## src/rtl/ws2812_chain_driver.sv

```systemverilog
// WS2812 daisy-chain driver: per-LED GRB colour store, exact-cycle bit serialiser,
// latch period and optional continuous refresh.
module ws2812_chain_driver #(
  parameter int unsigned NUM_LEDS     = 8,
  parameter int unsigned ADDR_W       = 3,
  parameter int unsigned T0H_CYC      = 20,
  parameter int unsigned T1H_CYC      = 40,
  parameter int unsigned TBIT_CYC     = 62,
  parameter int unsigned RESET_CYC    = 2500,
  parameter bit          AUTO_REFRESH = 1'b0
) (
  input  logic              clk,
  input  logic              rst_n,
  input  logic              wr_en,
  input  logic [ADDR_W-1:0] wr_addr,
  input  logic [23:0]       wr_color,
  input  logic              start,
  output logic              busy,
  output logic              frame_done,
  output logic              led_data_out
);

  localparam int unsigned CNT_MAX = (TBIT_CYC > RESET_CYC) ? TBIT_CYC : RESET_CYC;
  localparam int unsigned CNT_W   = $clog2(CNT_MAX + 1);

  localparam logic [CNT_W-1:0]  BIT_LAST   = CNT_W'(TBIT_CYC - 1);
  localparam logic [CNT_W-1:0]  LATCH_LAST = CNT_W'(RESET_CYC - 1);
  localparam logic [CNT_W-1:0]  HI0        = CNT_W'(T0H_CYC);
  localparam logic [CNT_W-1:0]  HI1        = CNT_W'(T1H_CYC);
  localparam logic [ADDR_W-1:0] LED_LAST   = ADDR_W'(NUM_LEDS - 1);

  typedef enum logic [1:0] {S_IDLE, S_LOAD, S_BIT, S_LATCH} state_t;

  state_t            state, state_n;
  logic [23:0]       color [NUM_LEDS];
  logic [23:0]       shreg;
  logic [CNT_W-1:0]  cyc_cnt;
  logic [CNT_W-1:0]  cyc_inc;
  logic [4:0]        bit_cnt;
  logic [ADDR_W-1:0] led_cnt;
  logic [ADDR_W-1:0] led_inc;
  logic [23:0]       next_word;
  logic              led_n;
  logic              bit_end, word_end, latch_end;

  assign cyc_inc   = cyc_cnt + CNT_W'(1);
  assign led_inc   = led_cnt + ADDR_W'(1);
  assign bit_end   = (state == S_BIT) && (cyc_cnt == BIT_LAST);
  assign word_end  = bit_end && (bit_cnt == 5'd23);
  assign latch_end = (state == S_LATCH) && (cyc_cnt == LATCH_LAST);
  assign next_word = (led_cnt == LED_LAST) ? '0 : color[led_inc];

  assign busy       = (state != S_IDLE);
  assign frame_done = latch_end;

  // Colour store; the loader reads the pre-edge value, so a same-cycle write is seen next frame.
  always_ff @(posedge clk or negedge rst_n) begin
    if (!rst_n) begin
      for (int unsigned i = 0; i < NUM_LEDS; i++) color[i] <= '0;
    end else if (wr_en && (32'(wr_addr) < NUM_LEDS)) begin
      color[wr_addr] <= wr_color;
    end
  end

  // The line level is computed one cycle ahead so led_data_out comes straight from a flop.
  always_comb begin
    state_n = state;
    led_n   = 1'b0;
    unique case (state)
      S_IDLE:  if (start) state_n = S_LOAD;
      S_LOAD:  begin
        state_n = S_BIT;
        led_n   = 1'b1;
      end
      S_BIT:   begin
        if (word_end && (led_cnt == LED_LAST)) state_n = S_LATCH;
        else if (bit_end)                      led_n   = 1'b1;
        else                                   led_n   = cyc_inc < (shreg[23] ? HI1 : HI0);
      end
      S_LATCH: if (latch_end) state_n = AUTO_REFRESH ? S_LOAD : S_IDLE;
      default: state_n = S_IDLE;
    endcase
  end

  always_ff @(posedge clk or negedge rst_n) begin
    if (!rst_n) begin
      state        <= S_IDLE;
      led_data_out <= 1'b0;
      shreg        <= '0;
      cyc_cnt      <= '0;
      bit_cnt      <= '0;
      led_cnt      <= '0;
    end else begin
      state        <= state_n;
      led_data_out <= led_n;
      case (state)
        S_LOAD: begin
          shreg   <= color[0];
          cyc_cnt <= '0;
          bit_cnt <= '0;
          led_cnt <= '0;
        end
        S_BIT: begin
          if (bit_end) begin
            cyc_cnt <= '0;
            if (word_end) begin
              bit_cnt <= '0;
              led_cnt <= led_inc;
              shreg   <= next_word;
            end else begin
              bit_cnt <= bit_cnt + 5'd1;
              shreg   <= {shreg[22:0], 1'b0};
            end
          end else begin
            cyc_cnt <= cyc_inc;
          end
        end
        S_LATCH: cyc_cnt <= cyc_inc;
        default: ;
      endcase
    end
  end

endmodule

```

## config.mk

```make
export PLATFORM = sky130hd
export DESIGN_NAME = ws2812_chain_driver
export DESIGN_NICKNAME = d
export VERILOG_FILES = /design/src/rtl/ws2812_chain_driver.sv
export SDC_FILE = /design/constraint.sdc
export NUM_CORES = 1
export LEC_CHECK = 0
export BUFFER_PORTS_ARGS = -buffer_cell sky130_fd_sc_hd__buf_4
export CORE_MARGIN = 10
export CORE_UTILIZATION = 65
export CTS_BUF_LIST = sky130_fd_sc_hd__clkbuf_4
export CTS_CLUSTER_SIZE = 20
export DETAILED_ROUTE_END_ITERATION = 12
export GPL_TIMING_DRIVEN = 1
export HOLD_SLACK_MARGIN = 0.03
export PLACE_DENSITY = 0.85
export SLEW_MARGIN = 20
export SYNTH_ARGS = -nofsm -noshare
export SYNTH_HDL_FRONTEND = slang
export SYNTH_SLANG_ARGS = --single-unit
export TNS_END_PERCENT = 1
```

## constraint.sdc

```tcl
create_clock -name clk -period 2.73 [get_ports clk]
set_input_delay 0 -clock clk [delete_from_list [all_inputs] [get_ports clk]]
set_output_delay 0 -clock clk [all_outputs]
set_load 0.01 [all_outputs]
```

==> qor.csv, run 1 <==
metric,value,unit
DRT antenna net count,0,
Resized Gates After CTS,0,
pin count of the biggest net entering global routing,96,
final hold vios,0,
xor/xnor share of the synthesized area,0.757,%
DP Worst Slack,386,ps
Root Buffer Master,clkbuf_4,
Peak Freq,0.414,GHz
Slew @ Worst Pin,732,ps
r2r worst-path depth,6,
Setup TNS,0,ps
setup violators final,0,
number of synthesized flops with an enable pin,0,
"FF+latch count, synth",239,
Filler cells,1070,
worst r2r src,state[0],
GRT overflow,0,
worst flop-to-flop path endpoint,shreg[7],
"Arr. time, crit path",3020,ps
initial antenna violation count,1,
Total GRT Usage,22.4,%
Rel. slew slack,51.2,%
# nets final,997,
die height,153,um
unrepaired setup endpoints after global routing,no,
Synth Flop Type,dfrtp_1,
Die ar.,23500,um2
Post-Syn Instances,859,
IO Pins,34,
Iter 0 DRT Violations,569,
Hold EP,color[133],
Critical Path RT,3330,ps
post-synth top area cell,dfrtp_1,
clk buf depth,3,
VDD IR max,0.512,mV
Die W,153,um
Area Growth Syn to Fin,13.3,%
Final Max Tran Viols,0,
Crit Path Max Fanout,15,
CTS buffer count,60,
Initial Util,66.7,%
router iterations before antenna repair,5,
Startpoint Class,flop,
"commonest non-fill, non-tap cell in the layout",dfrtp_1,
post-synthesis sequential area ratio,51.7,%
global-route wire length before repair,43.6,mm
vias in the first global route,8401,
most frequent cells in the layout,"dfrtp_1 (238), mux2_2 (191), nand2_1 (93), clkbuf_4 (92), buf_4 (55)",
"setup slack, reg-to-reg",310,ps
slack of the critical path,313,ps
PD cells,796,nW/um2
drt total wl,26.2,mm
Tmin final,2420,ps
final period utilization,88.5,%
library cells used by synthesis,61,
register clock-pin slew on the reported worst setup and hold paths,60,ps
Hold Path Stages,3,
Rows,48,
Setup crit end kind,flop,
routability congestion estimate,0.862,
Post-Syn Area,11600,um2
H-Tree Depth,2,
drt via density,6.30,
clk sinks,239,
DP Cell Count,1084,
Non-Filler Instances,1214,
synthesis warning total,0,
share of layout cells above drive strength 1,41.3,%
Synth Area in Adders,1.41,%
Async SR Flop Fraction,100,%
mux share of post-synthesis cell area,29.2,%
crit path kind,flop to flop,
Fin Clk Skew,23.3,ps
Simple-Gate Fraction of Synth Area,7.59,%
Synth Net Count,903,
Worst-Skew Late Latency,700,ps
outcome,"finished, final reports clean",
Final HPWL DP,16.3,mm
main combinational cell family by area after synthesis,multiplexers,
Yosys top cell area share,51.7,%
top post-synthesis cells by area,"dfrtp_1 (52%), mux2_2 (19%), mux4_2 (9.3%)",
Post-CTS Setup Repair Bufs,0,
Max-Cap Viols,0,
wire per inst,21.6,um
CTS tree,yes,
Vias,7651,
Hold Path Origin,wr_color[13],
Leak Pwr,5.64,nW
Min Hold Slack,140,ps
final core utilization,75.5,%
Mean Syn Cell Area,13.5,um2
DRC,0,
PortBufs,33,
core area,17400,um2
Hold WC Path Type,input pin to flop,
post-synthesis compound-gate area fraction,6.21,%
## kinds of logic (layout without fill, tap and decap cells)
| group | Yosys count | in the layout |
|---|---|---|
| other | 0 | 1 |
| buffers and inverters | 68 | 197 |
| multiplexers | 254 | 254 |
| flip-flops | 239 | 239 |
| AND/OR/NAND/NOR | 173 | 173 |
| XOR/XNOR | 10 | 10 |
| adder cells (fa/ha/maj) | 13 | 13 |
| AO/OA/AOI/OAI | 102 | 102 |
## synth_stat cells, types with 3 or more instances
| cell type | n |
|---|---|
| a211oi_1 | 8 |
| a21oi_1 | 16 |
| a221oi_1 | 3 |
| a31oi_1 | 3 |
| buf_1 | 4 |
| buf_2 | 26 |
| buf_4 | 7 |
| buf_6 | 6 |
| clkbuf_1 | 15 |
| dfrtp_1 | 239 |
| ha_1 | 13 |
| inv_1 | 8 |
| mux2_2 | 191 |
| mux2i_1 | 13 |
| mux4_2 | 48 |
| nand2_1 | 93 |
| nand2b_1 | 6 |
| nand3_1 | 14 |
| nand4_1 | 7 |
| nand4b_1 | 4 |
| nor2_1 | 14 |
| nor2b_1 | 6 |
| nor3_1 | 3 |
| nor4_1 | 4 |
| nor4b_1 | 3 |
| o211ai_1 | 3 |
| o21a_1 | 3 |
| o21ai_0 | 31 |
| o22a_1 | 13 |
| o22ai_1 | 3 |
| o311a_1 | 4 |
| o41ai_1 | 3 |
| xnor2_1 | 4 |
| xor2_1 | 6 |
## stage by stage
| stage | area [um2] | total power, mW |
|---|---|---|
| 6_report | 13100 | 10.4 |
| 5_1_grt | 13100 | 11.0 |
| 4_1_cts | 13100 | 10.5 |
| 3_5_place_dp | 12000 | 7.45 |
| 3_3_place_gp | 12000 | 7.20 |
| 2_1_floorplan | 11600 | 6.68 |
## registers in the layout, summed over array words and instances (netlist names)
register and flops:
bit_cnt 5, color 192, cyc_cnt 12, led_cnt 3, led_data_out 1, shreg 24
state 2
## how the worst max path moves through the flow
stage	from	to	slack, ps	cells after the start
floorplan	cyc_cnt[0]	led_data_out	750	10
global placement	cyc_cnt[0]	led_data_out	480	9
detailed placement	cyc_cnt[0]	led_data_out	390	9
CTS	state[0]	shreg[7]	360	6
global route	state[0]	shreg[7]	160	6
finish	state[0]	shreg[7]	310	6
## routing by layer
layer | global-route usage [%] | vias to the layer above | part of all wire (%)
li1 | - | 3397 | -
met1 | 28.5 | 3987 | 42
met2 | 38.0 | 229 | 51
met3 | 4.32 | 38 | 5.8
met4 | 7.29 | 0 | 1.5
met5 | 0 | - | 0
## what timing repair did
| action | in CTS | in global routing |
|---|---|---|
| endpoints found under the setup margin | 0 | 0 |
| hold buffers | 32 | 0 |
| hold endpoints to repair | 433 | 0 |
## final cells by class
cell class | count | area [um2] | area share, %
Sequential cell | 239 | 5980 | 45.6
Multi-Input combinational cell | 552 | 5260 | 40.1
Timing Repair Buffer | 91 | 808 | 6.17
Clock buffer | 92 | 691 | 5.27
Tap cell | 225 | 282 | 2.15
Clock inverter | 5 | 50.0 | 0.382
Inverter | 9 | 33.8 | 0.258
Antenna cell | 1 | 2.50 | 0.0191
## where the power goes
part           leakage [nW]  internal (mW)  switching (mW)
clock                 0.446           1.60            1.38
sequential             2.89           4.40           0.532
combinational          2.31           1.36            1.16
## worst max-delay path, cell delays in order, from the launching register on
cell,delay (ps)
dfrtp_1,420
inv_1,120
ha_1,510
nand4_1,380
nand2_1,570
o22ai_1,170
a21oi_1,160
Note: power is estimated with default switching activity, not from simulation.
==> inputs of run 2 (changes only) <==
==> constraint.sdc (replaced) <==
create_clock -name clk -period 2.73 [get_ports clk]
set_input_delay 0.1365 -clock clk [delete_from_list [all_inputs] [get_ports clk]]
set_output_delay 0.1365 -clock clk [all_outputs]
set_load 0.01 [all_outputs]
==> qor.csv, run 2 (same netlist as run 1, synthesis figures left out) <==
metric,value,unit
outcome,"finished, final reports clean",
Startpoint Class,flop,
router iterations before antenna repair,5,
Critical Path RT,2590,ps
final hold vios,0,
Area Growth Syn to Fin,13.1,%
Final Max Tran Viols,0,
Max-Cap Viols,0,
Setup crit end kind,output port,
max FFs per register,192,
register clock-pin slew on the reported worst setup and hold paths,80,ps
most flop-heavy register,color,
cell internal pwr,7.27,mW
"commonest non-fill, non-tap cell in the layout",dfrtp_1,
Leak Pwr,5.63,nW
Psw,3.13,mW
initial antenna violation count,1,
Setup TNS,0,ps
routability congestion estimate,0.910,
Regs by FF count,"color (192), shreg (24), cyc_cnt (12)",
clk buf depth,3,
Root Buffer Master,clkbuf_4,
PortBufs,33,
CTS buffer count,59,
setup violators final,0,
CP cell instances,ha_1 > nor4b_1 > nand3_1 > nor2_1 > buf_4,
Die W,153,um
clk sinks,239,
share of layout cells above drive strength 1,40.7,%
GRT overflow,0,
Die ar.,23500,um2
Total GRT Usage,22.2,%
final core utilization,75.4,%
Rel. slew slack,61.5,%
DRC,0,
Switching Share,30.1,%
Worst-Skew Late Latency,700,ps
vias in the first global route,8314,
"Arr. time, crit path",2230,ps
VDD IR max,0.491,mV
drt via density,6.33,
unrepaired setup endpoints after global routing,no,
Clk pwr share,28.3,%
DRT antenna net count,0,
PD cells,795,nW/um2
Hold WC Path Type,input pin to flop,
Slew @ Worst Pin,576,ps
Initial Util,66.7,%
crit path kind,flop to output port,
Filler cells,1030,
global-route wire length before repair,43.2,mm
# nets final,990,
Crit Path Max Fanout,9,
drt total wl,26.0,mm
register area,5980,um2
IO Pins,34,
area taken by multi-input logic gates,5260,um2
Vias,7710,
Fin Clk Skew,43.2,ps
H-Tree Depth,2,
most frequent cells in the layout,"dfrtp_1 (238), mux2_2 (191), nand2_1 (93), clkbuf_4 (84), buf_4 (52)",
Crit-path slowest cell,dfrtp_1,
Reg power frac,47.5,%
CP bufs+invs,1,
Rows,48,
Final HPWL DP,16.3,mm
pin count of the biggest net entering global routing,69,
Comb pwr share,24.3,%
Crit path largest cell delay,450,ps
crit-path leading delay family,simple AND/OR/NAND/NOR gates,
die height,153,um
Peak Freq,0.423,GHz
Iter 0 DRT Violations,594,
Tmin final,2370,ps
core area,17400,um2
wire per inst,21.3,um
CTS tree,yes,
final period utilization,86.6,%
==> run 2: cell types whose count changed in the layout (fill, tap and decap cells not counted) <==
cell,previous run,this run
clkinv_2,0,5
buf_12,3,5
dlygate4sd3_1,32,27
clkbuf_4,92,84
clkinv_1,4,17
clkinv_4,1,0
buf_4,55,52
inv_2,0,1
==> run 2: worst paths after layout <==
path	cells after the start	slack, ps	endpoint	start
setup reg to reg	6	370	state[1]	cyc_cnt[1]
min in group asynchronous	3	470	color[133]	rst_n
max in group asynchronous	4	1530	color[68]	rst_n
hold / removal	4	160	color[8]	wr_en
hold reg to reg	1	500	color[133]	color[133]
setup / recovery	5	360	frame_done	cyc_cnt[1]
==> run 2: routing by layer <==
metal  share of wire [%]  vias to the layer above  wire length (um)  global-route usage [%]
met3                 5.7                       50              1480                    3.96
met2                  51                      259             13200                    37.5
met4                 2.2                        0               565                    7.42
li1                    -                     3401                 -                       -
met1                  41                     4000             10800                    28.3
met5                   0                        -                 0                       0
==> run 2: cell type report <==
type,count,share of cell area (%)
clock buffers,84,4.82
well taps,225,2.15
diodes,1,0.0191
multi-input cells,552,40.2
repair buffers,85,5.93
inverters,9,0.258
flip-flops and latches,239,45.7
clock inverters,23,0.908
==> run 2: metrics by stage <==
step           total power [mW]  std cells  hold WS [ps]  setup WS (ps)  cell area, um2
4_1_cts                    10.4       1217           124            350           13100
6_report                   10.4       1218           155            365           13100
2_1_floorplan              6.68        859          -159            749           11600
3_3_place_gp               7.21       1082           144            588           12000
5_1_grt                    11.0       1218           136            136           13100
3_5_place_dp               7.46       1082           157            426           12000
==> run 2: what timing repair did <==
action,CTS,global route
gates resized for setup,0,0
setup buffers,0,0
hold buffers,28,0
hold endpoints to repair,432,0
==> run 2: power groups by stage <==
| stage | clock [mW] | sequential [mW] | combinational [mW] |
|---|---|---|---|
| floorplan | 0 | 4.77 | 1.91 |
| global placement | 0 | 4.88 | 2.33 |
| detailed placement | 0 | 4.99 | 2.47 |
| CTS | 3.00 | 4.93 | 2.52 |
| global route | 3.21 | 5.03 | 2.76 |
| finish | 2.94 | 4.94 | 2.53 |
==> run 2: worst reg2reg max path, cell delays in order, from the launching register on <==
cell	delay, ps
dfrtp_1	450
ha_1	380
nor4b_1	320
nand3_1	150
o2bb2ai_1	220
nor3_1	310
mux2_2	380
==> inputs of run 3 (changes only) <==
- ABC_AREA: not set -> 1
==> qor.csv, run 3 <==
metric,value,unit
outcome,"finished, final reports clean",
Synth Flop Type,dfrtp_1,
share of layout cells above drive strength 1,11.4,%
final period utilization,85.2,%
Post-synth top cells,"nand2_1 (408), o21ai_0 (290), dfrtp_1 (239)",
Die W,152,um
Tmin final,2330,ps
Critical Path RT,3350,ps
most frequent cell after synthesis,nand2_1,
Rel. slew slack,30.1,%
"FF+latch count, synth",239,
Post-Syn Area,11300,um2
Filler cells,1269,
Area Growth Syn to Fin,12.8,%
PortBufs,33,
Mean Syn Cell Area,7.97,um2
DP Worst Slack,457,ps
IO Pins,34,
most flop-heavy register,color,
Post-Syn Instances,1413,
Async SR Flop Fraction,100,%
Yosys top cell area share,53.1,%
"commonest non-fill, non-tap cell in the layout",nand2_1,
H-Tree Depth,2,
post-synthesis sequential area ratio,53.1,%
synthesis warning total,0,
Total GRT Usage,26.1,%
clk buf depth,3,
clk sinks,239,
router iterations before antenna repair,5,
Hold WC Path Type,input pin to asynchronous set/reset pin,
DRT antenna net count,0,
top post-synthesis cells by area,"dfrtp_1 (53%), nand2_1 (14%), o21ai_0 (13%)",
CTS buffer count,61,
slack of the critical path,403,ps
die height,152,um
final hold vios,0,
Startpoint Class,flop,
Setup TNS,0,ps
Die ar.,23000,um2
core area,17100,um2
Worst-Skew Late Latency,720,ps
Max-Cap Viols,0,
Initial Util,65.8,%
most frequent cells in the layout,"nand2_1 (408), o21ai_0 (290), dfrtp_1 (238), nor2_1 (136), clkbuf_4 (96)",
pin count of the biggest net entering global routing,105,
CP cell instances,inv_1 > nor2_1 > inv_1 > nor2_1 > xor2_1 > inv_1 > ha_1 > a21oi_1 > nand3_1 > nor2_1 > nand2_1 > nand2_1 > nand2_1 > a21oi_1,
Root Buffer Master,clkbuf_4,
VDD IR max,0.449,mV
Post-CTS Setup Repair Bufs,0,
Fin Clk Skew,40.8,ps
library cells used by synthesis,30,
vias in the first global route,10100,
Regs by FF count,"color (192), shreg (24), cyc_cnt (12)",
DRC,0,
Crit Path Max Fanout,6,
Synth Net Count,1457,
Vias,10200,
max FFs per register,192,
"Arr. time, crit path",2950,ps
crit path kind,flop to flop,
drt total wl,28.8,mm
Iter 0 DRT Violations,1082,
wire per inst,16.6,um
CTS tree,yes,
Crit-path slowest cell,dfrtp_1,
setup violators final,0,
drt via density,5.86,
Slew @ Worst Pin,1050,ps
number of synthesized flops with an enable pin,0,
Rows,48,
Leak Pwr,6.30,nW
initial antenna violation count,1,
Peak Freq,0.430,GHz
# nets final,1517,
global-route wire length before repair,49.1,mm
register clock-pin slew on the reported worst setup and hold paths,70,ps
PD cells,655,nW/um2
unrepaired setup endpoints after global routing,no,
Resized Gates After CTS,0,
Setup crit end kind,flop,
post-synth top area cell,dfrtp_1,
routability congestion estimate,0.912,
Final HPWL DP,16.6,mm
GRT overflow,0,
Crit path largest cell delay,430,ps
Final Max Tran Viols,0,
## run 3: cell count changes in the layout (fill, tap and decap cells not counted), sizes merged, moves of 13 or more
cell / delta
a21oi: +29
o22ai: +49
nand3: +24
mux2: -193
mux2i: -13
o21ai: +261
nor2: +125
inv: +60
nand2: +316
clkinv: -17
mux4: -48
o22a: -13
## run 3: layout make-up
class	count	area (um2)	share of cell area, %
Multi-Input combinational cell	1017	4660	36.7
Tap cell	225	282	2.22
Clock inverter	6	26.3	0.207
Timing Repair Buffer	85	761	5.99
Antenna cell	1	2.50	0.0197
Inverter	69	259	2.04
Sequential cell	239	5980	47.1
Clock buffer	96	721	5.68
## run 3: logic make-up after synthesis
logic type | synth area share [%]
AO/OA/AOI/OAI | 18.3
XOR/XNOR | 0.233
adder cells (fa/ha/maj) | 1.44
buffers and inverters | 5.52
flip-flops | 53.1
AND/OR/NAND/NOR | 21.4
## run 3: report_power, final
group	leakage (nW)	internal [mW]	switching (mW)
Sequential	3.01	4.08	0.292
Combinational	2.83	0.404	0.553
Clock	0.455	1.57	1.41
## run 3: routing by layer
layer,global-route usage (%),part of all wire [%]
met1,35.7,43
met2,40.9,47
met3,4.57,7.8
met4,10.3,2.3
met5,0,0
## run 3: final timing paths
| path | startpoint | to | slack (ps) | cells after the start |
|---|---|---|---|---|
| worst max-delay path | cyc_cnt[0] | led_data_out | 400 | 14 |
| worst min-delay path | rst_n | cyc_cnt[11] | 40 | 2 |
| worst max register to register | cyc_cnt[0] | led_data_out | 400 | 14 |
| worst min register to register | color[77] | color[77] | 480 | 2 |
| max in group asynchronous | rst_n | color[110] | 1700 | 3 |
| min in group clk | wr_addr[1] | color[42] | 130 | 5 |
## run 3: what timing repair did
item	in CTS	in global routing
setup endpoints to repair	0	0
hold buffers	26	0
hold endpoints to repair	299	0
## run 3: metrics by stage
step / power, mW / utilization (%) / cell area, um2 / cells / hold WS, ps
after CTS: 8.34 / 74.2 / 12700 / 1737 / 64.6
after detailed placement: 5.34 / 68.3 / 11700 / 1609 / 259
after global routing: 8.82 / 74.2 / 12700 / 1738 / 121
final: 8.31 / 74.2 / 12700 / 1738 / 43.9
after floorplan: 5.00 / - / 11300 / 1413 / -159
after global placement: 5.27 / 68.3 / 11700 / 1609 / 241
## run 3: worst max-delay path: cells and delay by family (launching register included)
family / cells / cell delay [ps]
compound gates: 2 / 240
xor+xnor: 1 / 200
fa+ha+maj: 1 / 290
flops: 1 / 430
simple gates: 7 / 800
buf+inv: 3 / 270
